==> src/rtl/ein_loopback_rx.sv <==
// EIN loopback receiver: conditions the EMO/EDI/ECI pad lines, decodes frames into bytes
// and queues bytes plus end-of-frame status words in a first-word-fall-through FIFO.
module ein_loopback_rx #(
  parameter int unsigned FILTER_CYCLES   = 2,
  parameter int unsigned TIMEOUT_CYCLES  = 65535,
  parameter int unsigned FIFO_DEPTH_LOG2 = 4
) (
  input  logic        clk,
  input  logic        reset,
  input  logic        enable,
  input  logic        emo_in,
  input  logic        edi_in,
  input  logic        eci_in,
  output logic [8:0]  rx_data,
  output logic        rx_valid,
  input  logic        rx_ready,
  output logic        frame_active,
  output logic        frame_done,
  output logic [15:0] frame_count
);

  localparam int unsigned FLT_W = (FILTER_CYCLES > 1) ? $clog2(FILTER_CYCLES) : 1;
  localparam int unsigned TMR_W = (TIMEOUT_CYCLES > 0) ? $clog2(TIMEOUT_CYCLES + 1) : 1;
  localparam int unsigned PTR_W = FIFO_DEPTH_LOG2;
  localparam int unsigned CNT_W = FIFO_DEPTH_LOG2 + 1;
  localparam int unsigned DEPTH = 1 << FIFO_DEPTH_LOG2;

  localparam logic [1:0] S_IDLE  = 2'd0;
  localparam logic [1:0] S_RX    = 2'd1;
  localparam logic [1:0] S_ABORT = 2'd2;
  localparam logic [1:0] S_EOF   = 2'd3;

  // Line index: 0 = EMO, 1 = EDI, 2 = ECI
  logic [2:0]            r_sync1;
  logic [2:0]            r_sync2;
  logic [2:0]            r_filt;
  logic [2:0][FLT_W-1:0] r_flt_cnt;
  logic                  r_emo_d;
  logic                  r_eci_d;

  logic [1:0]       r_state;
  logic [1:0]       w_state_nxt;
  logic [2:0]       r_bitcnt;
  logic [7:0]       r_shreg;
  logic [TMR_W-1:0] r_timer;
  logic             r_overflow;
  logic             r_timeout;
  logic             r_partial;
  logic             r_byte_pend;

  logic [8:0]       r_mem [DEPTH];
  logic [PTR_W-1:0] r_wr_ptr;
  logic [PTR_W-1:0] r_rd_ptr;
  logic [CNT_W-1:0] r_count;
  logic [8:0]       r_rx_data;
  logic             r_rx_valid;
  logic             r_frame_active;
  logic             r_frame_done;
  logic [15:0]      r_frame_count;

  logic             w_emo_rise;
  logic             w_emo_fall;
  logic             w_eci_edge;
  logic             w_rx_start;
  logic             w_shift;
  logic             w_to;
  logic             w_eof_wr;
  logic             w_full;
  logic             w_byte_ok;
  logic             w_push;
  logic             w_pop;
  logic [8:0]       w_push_data;
  logic [CNT_W-1:0] w_cnt_nxt;
  logic [CNT_W-1:0] w_cnt_left;
  logic [PTR_W-1:0] w_rd_ptr_nxt;
  logic [8:0]       w_head_nxt;

  // Synchronize, then accept a line change only after it has been stable long enough
  always_ff @(posedge clk) begin
    if (reset) begin
      r_sync1   <= '0;
      r_sync2   <= '0;
      r_filt    <= '0;
      r_flt_cnt <= '0;
      r_emo_d   <= 1'b0;
      r_eci_d   <= 1'b0;
    end else begin
      r_sync1 <= {eci_in, edi_in, emo_in};
      r_sync2 <= r_sync1;
      r_emo_d <= r_filt[0];
      r_eci_d <= r_filt[2];
      for (int i = 0; i < 3; i++) begin
        if (r_sync2[i] != r_filt[i]) begin
          if (r_flt_cnt[i] == FLT_W'(FILTER_CYCLES - 1)) begin
            r_filt[i]    <= r_sync2[i];
            r_flt_cnt[i] <= '0;
          end else begin
            r_flt_cnt[i] <= r_flt_cnt[i] + 1'b1;
          end
        end else begin
          r_flt_cnt[i] <= '0;
        end
      end
    end
  end

  assign w_emo_rise = r_filt[0] & ~r_emo_d;
  assign w_emo_fall = ~r_filt[0] & r_emo_d;
  assign w_eci_edge = r_filt[2] ^ r_eci_d;

  always_ff @(posedge clk) begin
    if (reset) r_state <= S_IDLE;
    else       r_state <= w_state_nxt;
  end

  // Frame sequencing; an EMO fall outranks a same-cycle ECI edge
  always_comb begin
    w_state_nxt = r_state;
    w_rx_start  = 1'b0;
    w_shift     = 1'b0;
    w_to        = 1'b0;
    w_eof_wr    = 1'b0;
    case (r_state)
      S_IDLE: begin
        if (w_emo_rise && enable) begin
          w_state_nxt = S_RX;
          w_rx_start  = 1'b1;
        end
      end
      S_RX: begin
        if (w_emo_fall) begin
          w_state_nxt = S_EOF;
        end else if (w_eci_edge) begin
          w_shift = 1'b1;
        end else if (r_timer == TMR_W'(TIMEOUT_CYCLES)) begin
          w_to        = 1'b1;
          w_state_nxt = S_ABORT;
        end
      end
      S_ABORT: begin
        if (!r_filt[0]) w_state_nxt = S_EOF;
      end
      S_EOF: begin
        if (!w_full) begin
          w_eof_wr    = 1'b1;
          w_state_nxt = S_IDLE;
        end
      end
      default: w_state_nxt = S_IDLE;
    endcase
  end

  // Shifter, idle timer and per-frame status flags
  always_ff @(posedge clk) begin
    if (reset) begin
      r_bitcnt    <= '0;
      r_shreg     <= '0;
      r_timer     <= '0;
      r_overflow  <= 1'b0;
      r_timeout   <= 1'b0;
      r_partial   <= 1'b0;
      r_byte_pend <= 1'b0;
    end else begin
      r_byte_pend <= 1'b0;
      if (w_rx_start) begin
        r_bitcnt   <= '0;
        r_shreg    <= '0;
        r_overflow <= 1'b0;
        r_timeout  <= 1'b0;
        r_partial  <= 1'b0;
      end
      if (w_shift) begin
        r_shreg     <= {r_shreg[6:0], r_filt[1]};
        r_bitcnt    <= r_bitcnt + 3'd1;
        r_byte_pend <= (r_bitcnt == 3'd7);
      end
      if (w_rx_start || w_shift) begin
        r_timer <= '0;
      end else if (r_state == S_RX && r_timer != TMR_W'(TIMEOUT_CYCLES)) begin
        r_timer <= r_timer + 1'b1;
      end
      if (r_state == S_RX && w_emo_fall) r_partial <= (r_bitcnt != 3'd0);
      if (w_to) begin
        r_timeout <= 1'b1;
        r_partial <= (r_bitcnt != 3'd0);
      end
      if (r_byte_pend && !w_byte_ok) r_overflow <= 1'b1;
    end
  end

  // One slot is always held back so the end-of-frame marker can be stored
  assign w_full      = (r_count == CNT_W'(DEPTH));
  assign w_byte_ok   = (r_count < CNT_W'(DEPTH - 1));
  assign w_push      = (r_byte_pend && w_byte_ok) || w_eof_wr;
  assign w_pop       = r_rx_valid && rx_ready;
  assign w_push_data = w_eof_wr ? {1'b1, 5'b0, r_overflow, r_timeout, r_partial} : {1'b0, r_shreg};

  always_comb begin
    w_cnt_nxt    = r_count + CNT_W'(w_push) - CNT_W'(w_pop);
    w_cnt_left   = r_count - CNT_W'(w_pop);
    w_rd_ptr_nxt = r_rd_ptr + PTR_W'(w_pop);
    w_head_nxt   = '0;
    if (w_cnt_nxt != '0) begin
      if (w_cnt_left == '0) w_head_nxt = w_push_data;
      else                  w_head_nxt = r_mem[w_rd_ptr_nxt];
    end
  end

  always_ff @(posedge clk) begin
    if (w_push) r_mem[r_wr_ptr] <= w_push_data;
  end

  // Registered head of the FIFO plus frame status outputs
  always_ff @(posedge clk) begin
    if (reset) begin
      r_wr_ptr       <= '0;
      r_rd_ptr       <= '0;
      r_count        <= '0;
      r_rx_data      <= '0;
      r_rx_valid     <= 1'b0;
      r_frame_active <= 1'b0;
      r_frame_done   <= 1'b0;
      r_frame_count  <= '0;
    end else begin
      if (w_push) r_wr_ptr <= r_wr_ptr + 1'b1;
      r_rd_ptr       <= w_rd_ptr_nxt;
      r_count        <= w_cnt_nxt;
      r_rx_data      <= w_head_nxt;
      r_rx_valid     <= (w_cnt_nxt != '0);
      r_frame_active <= (w_state_nxt == S_RX) || (w_state_nxt == S_ABORT);
      r_frame_done   <= w_eof_wr;
      if (w_eof_wr) r_frame_count <= r_frame_count + 16'd1;
    end
  end

  assign rx_data      = r_rx_data;
  assign rx_valid     = r_rx_valid;
  assign frame_active = r_frame_active;
  assign frame_done   = r_frame_done;
  assign frame_count  = r_frame_count;

endmodule

==> config.mk <==
export PLATFORM = sky130hd
export DESIGN_NAME = ein_loopback_rx
export DESIGN_NICKNAME = d
export VERILOG_FILES = /design/src/rtl/ein_loopback_rx.sv
export SDC_FILE = /design/constraint.sdc
export NUM_CORES = 1
export LEC_CHECK = 0
export ABC_CLOCK_PERIOD_IN_PS = 4150
export BUFFER_PORTS_ARGS = -buffer_cell sky130_fd_sc_hd__buf_2
export CAP_MARGIN = 5
export CORE_MARGIN = 2
export CORE_UTILIZATION = 58
export CTS_CLUSTER_SIZE = 30
export DETAILED_ROUTE_END_ITERATION = 12
export PLACE_DENSITY = 0.75
export SYNTH_ARGS = -nofsm -noshare
export SYNTH_HDL_FRONTEND = slang
export SYNTH_SLANG_ARGS = --single-unit
==> constraint.sdc <==
create_clock -name clk -period 4.15 [get_ports clk]
set_input_delay 0.2075 -clock clk [delete_from_list [all_inputs] [get_ports clk]]
set_output_delay 0.2075 -clock clk [all_outputs]
set_load 0.02 [all_outputs]
; ---- Word level (Yosys, flattened, before mapping)
; Memories as Yosys holds them, arrays and structs flattened.
; Cells that the tools add are included.
[classes]
muxes = 31
magnitude_cmp = 1
addsub = 11
n_eq_ne = 12
bitwise = 10
reduce_logical = 27
[ops]
columns = operator, n
row1 = $add 16x1->16 const B, 2
row2 = $mux 1, 18
row3 = $mux 9, 2
row4 = $eq 16x16->1 const B, 1
row5 = $mux 8, 2
row6 = $ne 16x16->1 const B, 1
row7 = $mux 2, 6
row8 = $sub 5x1->5, 2
row9 = $reduce_or 3->1, 3
row10 = $pmux 2 s4, 1
row11 = $not 1->1, 7
row12 = $eq 2x2->1 const B, 3
row13 = $logic_and 1x1->1, 6
row14 = $mux 3, 2
row15 = $reduce_and 2->1, 3
row16 = $reduce_bool 2->1, 3
row17 = $reduce_bool 3->1, 2
row18 = $reduce_or 2->1, 3
row19 = $add 5x1->5, 1
row20 = $eq 5x5->1 const B, 1
row21 = $logic_not 5->1, 1
row22 = $lt 5x4->1 const B, 1
row23 = $reduce_bool 5->1, 1
row24 = $add 4x1->4, 1
row25 = 11 further kinds, 19
[totals]
input_bits = 7
output_inout_bits = 28
ramBits = 144
n_memories = 1
reg_bits = 88
[memory_table]
columns = memory, words, width, rd, rd_clocked_by_memory_dff, write_ports, line_no
row1 = r_mem, 16, 9, 1, 0, 1, 51  ; logic [8:0] r_mem [DEPTH];

; ---- Depth between registers and ports, before layout
; Gate-level depths: netlist of run 1.
[logic_depth]
ltp_word = 9
depth_mapped = 15
mapped_depth_nobuf = 15

; ---- Least setup slack after synthesis of run 1
; No wires, ideal clock.
[synth_timing]
path_kind = register to register
startpoint = reg r_count[2]
endpoint = reg r_rx_data[0] (netlist: rx_data[0])
required_ns = 4.091
path_stages_with_launch = 16
slack_ns = 0.944
arrival_time_ns = 3.147
setup_ns = 0.059
path_cell_list = dfxtp_1 inv_1 ha_1 and4bb_2 o32ai_4 inv_1 ha_1 inv_1 ha_1 inv_1 fa_1 o21bai_1 a21oi_1 xor2_1 a41oi_2 o211a_1
[synth_via]
elab_chain_len = 9
word_cells_on_any_way = 15
cone_classes = add/sub (3) / order compare (1) / eq/ne (1) / mux (4) / bitwise (1) / reduce/logical (5)
[synth_rtl]
columns = element, line_no
row1 = start: declaration, 54  ; logic [CNT_W-1:0] r_count;
row2 = start signal: assignment, 227  ; r_count <= w_cnt_nxt;
row3 = "parallel branches: the longest is 9 deep, another holds $lt 5x4->1", n/a
row4 = end signal: assignment, 228  ; r_rx_data <= w_head_nxt;
row5 = end: declaration, 55  ; logic [8:0] r_rx_data;
; Several ways; the timed one is not identified.
; A chain may end at the register's enable or synchronous reset.

; ---- Final worst setup path of run 1
[layout_timing]
startpoint = reg r_count[2]
endpoint = reg r_rx_data[2] (netlist: rx_data[2])
; The elaborated chain is that of the path after synthesis.

==> results of run 1 <==
## final cells by class
cell class                 count  area (µm²)  share of cell area
sequential                   232        6090               0.569
multi-input combinational    369        3190               0.298
clock buffer                  29         638              0.0597
tap                          216         270              0.0253
timing repair buffer          44         253              0.0236
clock inverter                12         160              0.0150
inverter                      26        97.6             0.00913
## cells by family (layout without fill, tap and decap cells)
group / after synthesis / count (layout) / synth area share
DFF: 232 / 232 / 0.643
and+or+nand+nor: 184 / 184 / 0.101
AOI/OAI and AO/OA: 63 / 63 / 0.0542
muxes: 59 / 59 / 0.110
buffers and inverters: 48 / 111 / 0.0218
xor gates and xnor gates: 40 / 40 / 0.0390
adders and majority gates: 23 / 23 / 0.0312
## state kept, by name (all words and copies together) (netlist names), 2 cells and up
| register | count |
|---|---|
| r_wr_ptr | 4 |
| frame_count | 16 |
| r_filt | 3 |
| r_shreg | 8 |
| r_sync1 | 3 |
| r_mem | 144 |
| r_timer | 16 |
| r_rd_ptr | 4 |
| r_flt_cnt | 3 |
| rx_data | 9 |
| r_bitcnt | 3 |
| r_state | 2 |
| r_count | 5 |
| r_sync2 | 3 |
## metal layers
layer	wire (µm)	track usage	vias up
met5	0	0	-
met4	498	0.0767	0
met3	843	0.0350	34
met2	8920	0.355	142
met1	7970	0.292	2738
li1	-	-	2529
## cell usage in the layout, fill, tap and decap left out, types with 4 or more instances in the layout
cell / instances
a21oi_1: 10
nand3_1: 10
nor2b_1: 16
clkbuf_8: 4
and2_1: 10
xnor2_1: 25
clkbuf_16: 23
buf_4: 7
o211a_1: 9
nor2_1: 59
a22o_1: 8
buf_2: 34
edfxtp_1: 144
o21ai_0: 9
inv_1: 25
xor2_1: 14
dfxtp_1: 88
nor3_1: 13
mux2i_1: 23
nand2_1: 29
clkinv_2: 5
ha_1: 21
nand4_1: 13
nor4_1: 6
a22oi_1: 10
or3_1: 5
mux4_2: 36
bufinv_16: 4
## how the worst max path moves through the flow
stage	from	to	slack, ns	depth (start not counted)
final	r_count[2]	rx_data[2]	0.43	15
after global routing	r_count[2]	rx_data[3]	0.20	15
after detailed placement	r_count[2]	rx_data[2]	0.49	15
after floorplan	r_count[2]	rx_data[0]	0.94	15
after CTS	r_count[2]	rx_data[2]	0.47	15
after global placement	r_count[2]	rx_data[5]	0.69	15
## power by group
part | switching, µW | internal, µW
Clock | 821 | 1330
Sequential | 46.8 | 2490
Combinational | 451 | 341
## worst register-to-register path: stages (launching register included)
cell,delay [ns]
dfxtp_1,0.40
inv_1,0.12
ha_1,0.24
and4bb_2,0.26
o32ai_4,0.38
inv_1,0.09
ha_1,0.30
inv_1,0.06
ha_1,0.16
inv_1,0.06
fa_1,0.40
o21bai_1,0.15
a21oi_1,0.10
xor2_1,0.17
a41oi_2,0.53
o211a_1,0.25
## per-stage QoR
step / utilization / worst slack, ns / instances / total power [µW] / hold slack (ns)
2_1_floorplan: - / 0.944 / 649 / 3190 / 0.336
3_3_place_gp: 0.619 / 0.690 / 884 / 3340 / 0.415
3_5_place_dp: 0.619 / 0.487 / 884 / 3380 / 0.421
4_1_cts: 0.671 / 0.466 / 928 / 5520 / 0.0469
5_1_grt: 0.671 / 0.196 / 928 / 5680 / 0.102
6_report: 0.671 / 0.429 / 928 / 5480 / 0.0741
==> impl_results.md, run 1 <==
* Result of the run: completed
* Initial standard-cell utilization of the core at 0.594
* Tmin final at around 3.7 ns
* Sinks on the clock net at 232
* Overall die area at roughly 17000 µm²
* Detailed Route Iter0 Violations at 395
* Worst Skew at 0.00908 ns
* Post-placement cell area at 9860 µm²
* Antenna Violating Nets Remaining at 0
* Port buffer count at 34
* Number of synthesized flops with an enable pin at 144
* Die span in y at 132 µm
* # Max-Cap Violations at 0
* Max Freq at 269 MHz
* Count of final hold-check violations at 0
* Placeable core region at 15900 µm²
* Number of distinct standard cells referenced by the synthesized netlist at 54
* Fill cell total of the finished layout at ~1.1k
* Most instantiated cells after synthesis: edfxtp_1 (144), dfxtp_1 (88), nor2_1 (59)
* Sum of buffers and inverters on the critical path at 4
* Top cell type by total area after synthesis: edfxtp_1
* R2R Path Start: r_count[2]
* Cell type group with the largest total delay on the critical path: compound AO/OA/AOI/OAI gates
* Routed wirelength normalized by instance count at slightly below 20 µm
* Max stage delay on crit path at 0.53 ns
* Number of ports placed on the die boundary at 35
* Overall routing resource usage at 0.215
* Number of global-route vias before repair at 5541
* Number of buffers between clock root and the deepest sink at 3
* Standard cell with the maximum stage delay on the critical path: a41oi_2
* Path class of the lowest-slack min-delay path: input pin to flop
* Worst reg2reg path endpoint: rx_data[2]
* Die Wd at 132 µm
* Drc violations at 0
* Number of cells upsized or downsized after cts at 0
* Worst-skew pair later-pin latency at roughly 0.5 ns
* Total count of max-transition violations in the final report at 0
* Final HPWL from detailed placement at 11.6 mm
* Via/cell ratio at 5.87
* Global-route wire length before repair at 29.3 mm
* Mapped Nets at 679
* TritonCTS Buffers at 23
* Vias after detailed routing at 5443
* Antenna diodes at 0
* CTS clock-pin slew for the worst setup and hold paths at 0.06 ns
* Worst max-slew margin expressed relative to the limit at 0.260
* Placement row count at 46
* Number of hold buffers added after cts at 3
* Least-Margin Pin Slew at 1.11 ns
* Data required time at the worst endpoint at 4.59 ns
* Post-Syn Area at 9470 µm²
* Lkg Pwr at 0.00370 µW
* Root cell of the clock tree: clkbuf_16
* Cell repeated most along the worst path: inv_1
* Cell area after layout at 10700 µm²
* Final number of setup-violating endpoints at 0
* DR pass1 iterations at 4
* Arrival time at the worst endpoint at 4.16 ns
* Count of mapped cells out of synthesis at about 650
* Async set or reset register ratio after synthesis at 0
* Remaining global-route overflow at 0
* Mean cell area of the mapped netlist at about 15 µm²
* Depth of the worst hold-timing path at 3
* Fraction of synthesized cell area taken by the top area cell type at 0.457
* Period Utilization, post-route at 0.897
* Final #Nets at 726
* Terminating pin of the worst hold path: r_state[0]
* Number of cells on the worst reg-to-reg path at 15
* Initial antenna violation count at 0
* Startpoint of the lowest-slack hold path: enable
* Worst-case vdd ir drop at approximately 0.40 mV
* Layout cell share with drive strength beyond 1 at 0.184
* Crit-path max FO at 10
* Post CTS Setup Buffer Count at 0
* Power density cells at 512 nW/µm²
* Pin count of the biggest net entering global routing at 55
* Flops & latches, synth at roughly 230
* Critical path class: flop to flop
* Unrepaired setup endpoints after global routing: no
* Final WL at 18.2 mm
* Crit. End Element: flop
* CP cell instances: inv_1, ha_1, and4bb_2, o32ai_4, inv_1, ha_1, inv_1, ha_1, inv_1, fa_1, o21bai_1, a21oi_1, xor2_1, a41oi_2, o211a_1
* Cell with the most instances after synthesis: edfxtp_1
* Startpoint Class: flop
* Area grow syn2layout at 12.9%
* Yosys warns at 0
* Setup TNS Final at 0 ns
* Worst reg2reg setup slack at 0.43 ns
* Ranking of synthesized cells by area: edfxtp_1 (46%), dfxtp_1 (19%), mux4_2 (8.6%)
* Sequential fraction of the synthesis area at 0.643
* CTS tree: yes
* Final GP Congestion at 0.804
* # H-tree levels at 1
* Predominant post-synthesis flop cell: edfxtp_1
No activity file was read; power rests on OpenSTA's default activity.
==> run 2, diff against run 1 <==
ABC_AREA = 1   (was not set)
HOLD_SLACK_MARGIN = 0.05   (was not set)
==> run 2 against run 1 <==
Effect of this change:
- first-iteration DRC count rose by 87%
- via count rose by 31%
- sequential cell count did not move
- count of clock-buffer cells in the layout rose by 2
- wire length rose by 18%
- cell count rose by 40%
- synthesized area rose by 5.7%
- critical path depth rose by 5
- synthesized cell count rose by 58%
- critical endpoint is now rx_data[6]
- largest power group unchanged
- critical path type unchanged
- die area rose by 5.6%
- sequential share of layout area fell by 2.0 points
- core utilization fell by 2.1 points
==> impl_results.md, run 2 <==
* Total count of max-transition violations in the final report at 0
* Detailed Route Iter0 Violations at 739
* Vias after detailed routing at 7154
* Number of ports placed on the die boundary at 35
* Fraction of synthesized cell area taken by the top area cell type at 0.432
* Number of cells upsized or downsized after cts at 0
* Tmin final at 3.56 ns
* Simple-Gate Fraction of Synth Area at 0.175
* Commonest cells after routing, fill and taps aside: nor2_1 (211), edfxtp_1 (144), nand2_1 (131)
* Number of global-route vias before repair at 6635
* Initial antenna violation count at 0
* Data required time at the worst endpoint at 4.54 ns
* Crit-path max FO at 9
* Count of final hold-check violations at 0
* Area taken by flip-flops and latches at 6090 µm²
* Most utilized layer in the global route result: met2
* Number of synthesized flops with an enable pin at 144
* Final WL at 21.5 mm
* Remaining global-route overflow at 0
* Most common library cell in the layout ignoring fill and taps: nor2_1
* Overall routing resource usage at 0.236
* Worst-case vdd ir drop at 0.362 mV
* Yosys warns at 0
* Share of synthesized cell area in full adder, half adder and majority cells at 0.0295
* Total power draw at 5760 µW
* CTS clock-pin slew for the worst setup and hold paths at approximately 0.06 ns
* Antenna diodes at 0
* Sequential fraction of the synthesis area at 0.608
* Arrival time at the worst endpoint at 3.95 ns
* Via/cell ratio at ~5.5
* Async set or reset register ratio after synthesis at 0
* Initial standard-cell utilization of the core at 0.587
* Die Wd at approximately 140 µm
* Instance count after placement with tap cells included at between 1k and 1.5k
* Predominant post-synthesis flop cell: edfxtp_1
* Layout cell share with drive strength beyond 1 at 0.0944
* Fill cell total of the finished layout at about 1.3k
* Final #Nets at roughly 1.1k
* Count of mapped cells out of synthesis at approximately 1.0k
* Critical path class: flop to flop
* Flops & latches, synth at around 230
* Compound-cell area share of the yosys netlist at 0.117
* Global-route wire length before repair at 33.9 mm
* Final number of setup-violating endpoints at 0
* Cell area after layout at roughly 11000 µm²
* Number of buffers between clock root and the deepest sink at 3
* Worst-skew pair later-pin latency at 0.50 ns
* Worst max-slew margin expressed relative to the limit at 0.346
* Lkg Pwr at 0.00419 µW
* Cell Count, Final, Fillers Out at 1295
* Mapped Nets at 1054
* Power density cells at 520 nW/µm²
* Final GP Congestion at 0.888
* Placement row count at 48
* Post-Syn Area at 10000 µm²
* Path class of the lowest-slack min-delay path: input pin to flop
* Post-Synth XOR/XNOR Area at 0.0158
* Drc violations at 0
* Port buffer count at 34
* Number of hold buffers added after cts at 3
* Flip-flop count of the largest register after layout at between 100 and 150
* Sinks on the clock net at 232
* Least-Margin Pin Slew at 0.978 ns
* Met2 usage at 0.385
* Worst Skew at 0.0112 ns
* # H-tree levels at 1
* Most instantiated cells after synthesis: nor2_1 (211), edfxtp_1 (144), nand2_1 (131)
* Routed wirelength normalized by instance count at roughly 17 µm
* # Max-Cap Violations at 0
* Placeable core region at ~17000 µm²
* Ranking of synthesized cells by area: edfxtp_1 (43%), dfxtp_1 (18%), nor2_1 (7.9%)
* Max Freq at between 200 and 300 MHz
* Setup TNS Final at 0 ns
* Overall die area at 18300 µm²
* Pin count of the biggest net entering global routing at 73
* Combinational family with the most area after synthesis: simple AND/OR/NAND/NOR gates
* Top cell type by total area after synthesis: edfxtp_1
* Unrepaired setup endpoints after global routing: no
* Area grow syn2layout at 10.7%
* Post-placement cell area at 10300 µm²
* DR pass1 iterations at 5
* Final HPWL from detailed placement at 13.3 mm
* Root cell of the clock tree: clkbuf_16
* Period Utilization, post-route at 0.858
* Result of the run: completed
* Post CTS Setup Buffer Count at 0
* Mean cell area of the mapped netlist at 9.77 µm²
* Combined area of the multi-input logic cells at 3380 µm²
* Register name with the most flops: r_mem
* Number of distinct standard cells referenced by the synthesized netlist at 47
* TritonCTS Buffers at 23
* Startpoint Class: flop
* GRT met3 Usage at 0.0322
* Cell with the most instances after synthesis: nor2_1
* Die span in y at roughly 140 µm
* Antenna Violating Nets Remaining at 0
* Met1 demand-to-capacity share in global routing at 0.328
* CTS tree: yes
* Share of synthesized area spent on multiplexers at 0
* Crit. End Element: flop
run 2: cell count changes after synthesis, moves of 27 or more:
cell,before,now
mux4_2,36,0
nand2_1,29,131
nor2_1,59,211
a21oi_1,10,37
nand3_1,10,48
o21ai_0,9,98
inv_1,25,89
run 2: power breakdown:
| part | total, µW | leakage [µW] | switching, µW | internal [µW] |
|---|---|---|---|---|
| Combinational | 1220 | 0.00179 | 843 | 372 |
| Sequential | 2550 | 0.00205 | 54.8 | 2490 |
| Clock | 2000 | 0.000348 | 835 | 1160 |
run 2: final timing paths:
| kind | from | endpoint | slack, ns | cells after the start |
|---|---|---|---|---|
| hold / removal | enable | r_state[0] | 0.21 | 5 |
| hold reg to reg | r_sync1[1] | r_sync2[1] | 0.40 | 2 |
| setup / recovery | r_count[1] | rx_data[6] | 0.59 | 20 |
| setup reg to reg | r_count[1] | rx_data[6] | 0.59 | 20 |
run 2: area by class of cell:
class | count | area share
Sequential cell | 232 | 0.550
Multi-Input combinational cell | 658 | 0.306
Clock buffer | 31 | 0.0556
Inverter | 96 | 0.0328
Tap cell | 225 | 0.0254
Timing Repair Buffer | 43 | 0.0221
Clock inverter | 10 | 0.00893
run 2: kinds of logic after synthesis:
kind of cell | count (synthesis)
flip-flops | 232
AO/OA/AOI/OAI | 197
AND/OR/NAND/NOR | 423
adder cells (fa/ha/maj) | 23
buffers and inverters | 134
XOR/XNOR | 15
run 2: per-layer routing:
| metal | vias to the layer above | share of wire |
|---|---|---|
| met1 | 3344 | 0.45 |
| met5 | - | 0 |
| met2 | 238 | 0.46 |
| met3 | 43 | 0.061 |
| li1 | 3529 | - |
| met4 | 0 | 0.030 |
run 2: critical path: stages, from the launching register on:
cell and delay [ns]:
dfxtp_1 0.41, ha_1 0.18, inv_1 0.04, o31ai_1 0.31, inv_1 0.08, nand2_1 0.06
nand2_1 0.18, inv_1 0.18, ha_1 0.24, inv_1 0.07, ha_1 0.17, inv_1 0.06
fa_1 0.40, nor2_1 0.10, nor2_1 0.05, nor2_1 0.08, nor2_1 0.05, xor2_1 0.20
nand3_1 0.32, nand3_1 0.19, nor2_1 0.06
run 2: metrics by stage:
step,setup slack (ns),utilization,hold slack (ns)
CTS,0.604,0.649,0.180
global placement,0.810,0.606,0.394
floorplan,1.04,-,0.314
detailed placement,0.677,0.606,0.397
global route,0.273,0.649,0.245
finish,0.588,0.649,0.212
==> run 3, diff against run 2 <==
ABC_AREA = not set   (was 1)
ABC_CLOCK_PERIOD_IN_PS = not set   (was 4150)
==> run 3 against run 2 <==
Effect of this change:
- wire length decreased by 15%
- non-clock buffer count increased by 2
- count of clock-buffer cells in the layout decreased by 2
- hold slack improved by 0.12 ns
- die area decreased by 5.3%
- clock skew about the same
==> impl_results.md, run 3 (synthesis results as in run 1) <==
* Result of the run: completed
* Internal power contribution at 4160 µW
* Register name with the most flops: r_mem
* Terminating pin of the worst hold path: r_filt[0]
* Power density cells at 512 nW/µm²
* # Max-Cap Violations at 0
* Final HPWL from detailed placement at roughly 12 mm
* Share of total power in sequential cells at 0.462
* Overall die area at 17400 µm²
* Remaining global-route overflow at 0
* Crit-path max FO at 10
* Layout cell share with drive strength beyond 1 at 0.184
* Root cell of the clock tree: clkbuf_16
* Data required time at the worst endpoint at ~4.6 ns
* R2R Path Start: r_count[2]
* Combinational fraction of design power at 0.144
* Critical path class: flop to flop
* Arrival time at the worst endpoint at slightly above 4 ns
* Pin count of the biggest net entering global routing at 55
* Die Wd at 132 µm
* Lkg Pwr at 0.00370 µW
* Final WL at 18.2 mm
* Net Sw Frac at 0.240
* Clock Power Share at 0.393
* Least-Margin Pin Slew at 1.09 ns
* Number of ports placed on the die boundary at 35
* Worst reg2reg setup slack at 0.44 ns
* Worst reg2reg path endpoint: rx_data[2]
* Commonest cells after routing, fill and taps aside: edfxtp_1 (144), dfxtp_1 (88), nor2_1 (59)
* Period Utilization, post-route at 0.893
* Initial antenna violation count at 0
* Drc violations at 0
* Final GP Congestion at 0.804
* Flip-flop count of the largest register after layout at between 100 and 150
* Total power draw at 5480 µW
* Global-route wire length before repair at 29.3 mm
* Via/cell ratio at 5.86
* Path class of the lowest-slack min-delay path: input pin to flop
* Total count of max-transition violations in the final report at 0
* Depth of the worst hold-timing path at 2
* Antenna Violating Nets Remaining at 0
* Overall routing resource usage at 0.215
* Unrepaired setup endpoints after global routing: no
* Worst Skew at 0.0114 ns
* Count of final hold-check violations at 0
* Final number of setup-violating endpoints at 0
* DR pass1 iterations at 4
* Sinks on the clock net at approximately 230
* Antenna diodes at 0
* Tmin final at 3.71 ns
* Port buffer count at 34
* NetSw at 1320 µW
* TritonCTS Buffers at 23
* Startpoint of the lowest-slack hold path: reset
* Crit. End Element: flop
* CTS clock-pin slew for the worst setup and hold paths at 0.06 ns
* Worst-case vdd ir drop at 0.394 mV
* Number of buffers between clock root and the deepest sink at 3
* Worst max-slew margin expressed relative to the limit at 0.271
* Initial standard-cell utilization of the core at 0.594
* Vias after detailed routing at 5445
* Max Freq at 270 MHz
* Area grow syn2layout at 13.0%
* Worst-skew pair later-pin latency at roughly 0.50 ns
* Fill cell total of the finished layout at ~1.1k
* Number of cells on the worst reg-to-reg path at 15
* Routed wirelength normalized by instance count at 19.6 µm
* Setup TNS Final at 0 ns
* Number of global-route vias before repair at 5544
* Die span in y at 132 µm
* Source of the critical timing path: r_count[2]
* CTS tree: yes
* Placement row count at 46
* Startpoint Class: flop
* # H-tree levels at 1
* Placeable core region at 15900 µm²
* Final #Nets at just over 700
* Detailed Route Iter0 Violations at between 300 and 400
* Most common library cell in the layout ignoring fill and taps: edfxtp_1
run 3: cell types whose count changed in the layout (fill, tap and decap cells not counted), moves of 36 or more:
cell     previous run  this run
inv_1              89        25
mux4_2              0        36
nand2_1           131        29
nand3_1            48        10
nor2_1            211        59
o21ai_0            98         9
run 3: power groups by stage:
stage	Clock, µW	Sequential [µW]	Combinational, µW
floorplan	0	2610	579
global placement	0	2580	761
detailed placement	0	2580	795
CTS	2190	2530	800
global route	2280	2540	864
finish	2150	2530	792
run 3: critical path, cell delays in order (launching register included):
cell      delay, ns
dfxtp_1        0.40
inv_1          0.12
ha_1           0.24
and4bb_2       0.26
o32ai_4        0.38
inv_1          0.09
ha_1           0.30
inv_1          0.06
ha_1           0.16
inv_1          0.06
fa_1           0.40
o21bai_1       0.15
a21oi_1        0.10
xor2_1         0.17
a41oi_2        0.52
o211a_1        0.24
run 3: how the worst max path moves through the flow:
| stage | end | slack, ns | cells after the start |
|---|---|---|---|
| 2_1_floorplan | rx_data[0] | 0.94 | 15 |
| 3_3_place_gp | rx_data[5] | 0.69 | 15 |
| 3_5_place_dp | rx_data[2] | 0.49 | 15 |
| 4_1_cts | rx_data[2] | 0.47 | 15 |
| 5_1_grt | rx_data[3] | 0.20 | 15 |
| 6_report | rx_data[2] | 0.44 | 15 |
run 3: repair_timing:
item,4_1_cts,5_1_grt
buffers inserted,0,0
gates resized for setup,0,0
hold buffers,4,0
endpoints found under the hold margin,4,0
run 3: cell type report:
cell class / instances / area (µm²) / share of cell area
clock buffer: 29 / 638 / 0.0596
multi-input combinational: 369 / 3190 / 0.298
tap: 216 / 270 / 0.0253
sequential: 232 / 6090 / 0.569
inverter: 26 / 97.6 / 0.00912
clock inverter: 12 / 160 / 0.0150
timing repair buffer: 45 / 263 / 0.0246
run 3: per-layer routing:
| metal | GRT usage | part of all wire |
|---|---|---|
| met1 | 0.292 | 0.43 |
| met2 | 0.355 | 0.49 |
| met4 | 0.0767 | 0.027 |
| met3 | 0.0350 | 0.048 |
| met5 | 0 | 0 |
run 3: metrics by stage:
| step | cells | worst slack [ns] | utilization | hold slack (ns) | instance area, µm² |
|---|---|---|---|---|---|
| after global routing | 929 | 0.196 | 0.671 | 0.375 | 10700 |
| final | 929 | 0.444 | 0.671 | 0.333 | 10700 |
| after global placement | 884 | 0.690 | 0.619 | 0.415 | 9860 |
| after CTS | 929 | 0.466 | 0.671 | 0.325 | 10700 |
| after floorplan | 649 | 0.944 | - | 0.336 | 9470 |
| after detailed placement | 884 | 0.487 | 0.619 | 0.421 | 9860 |
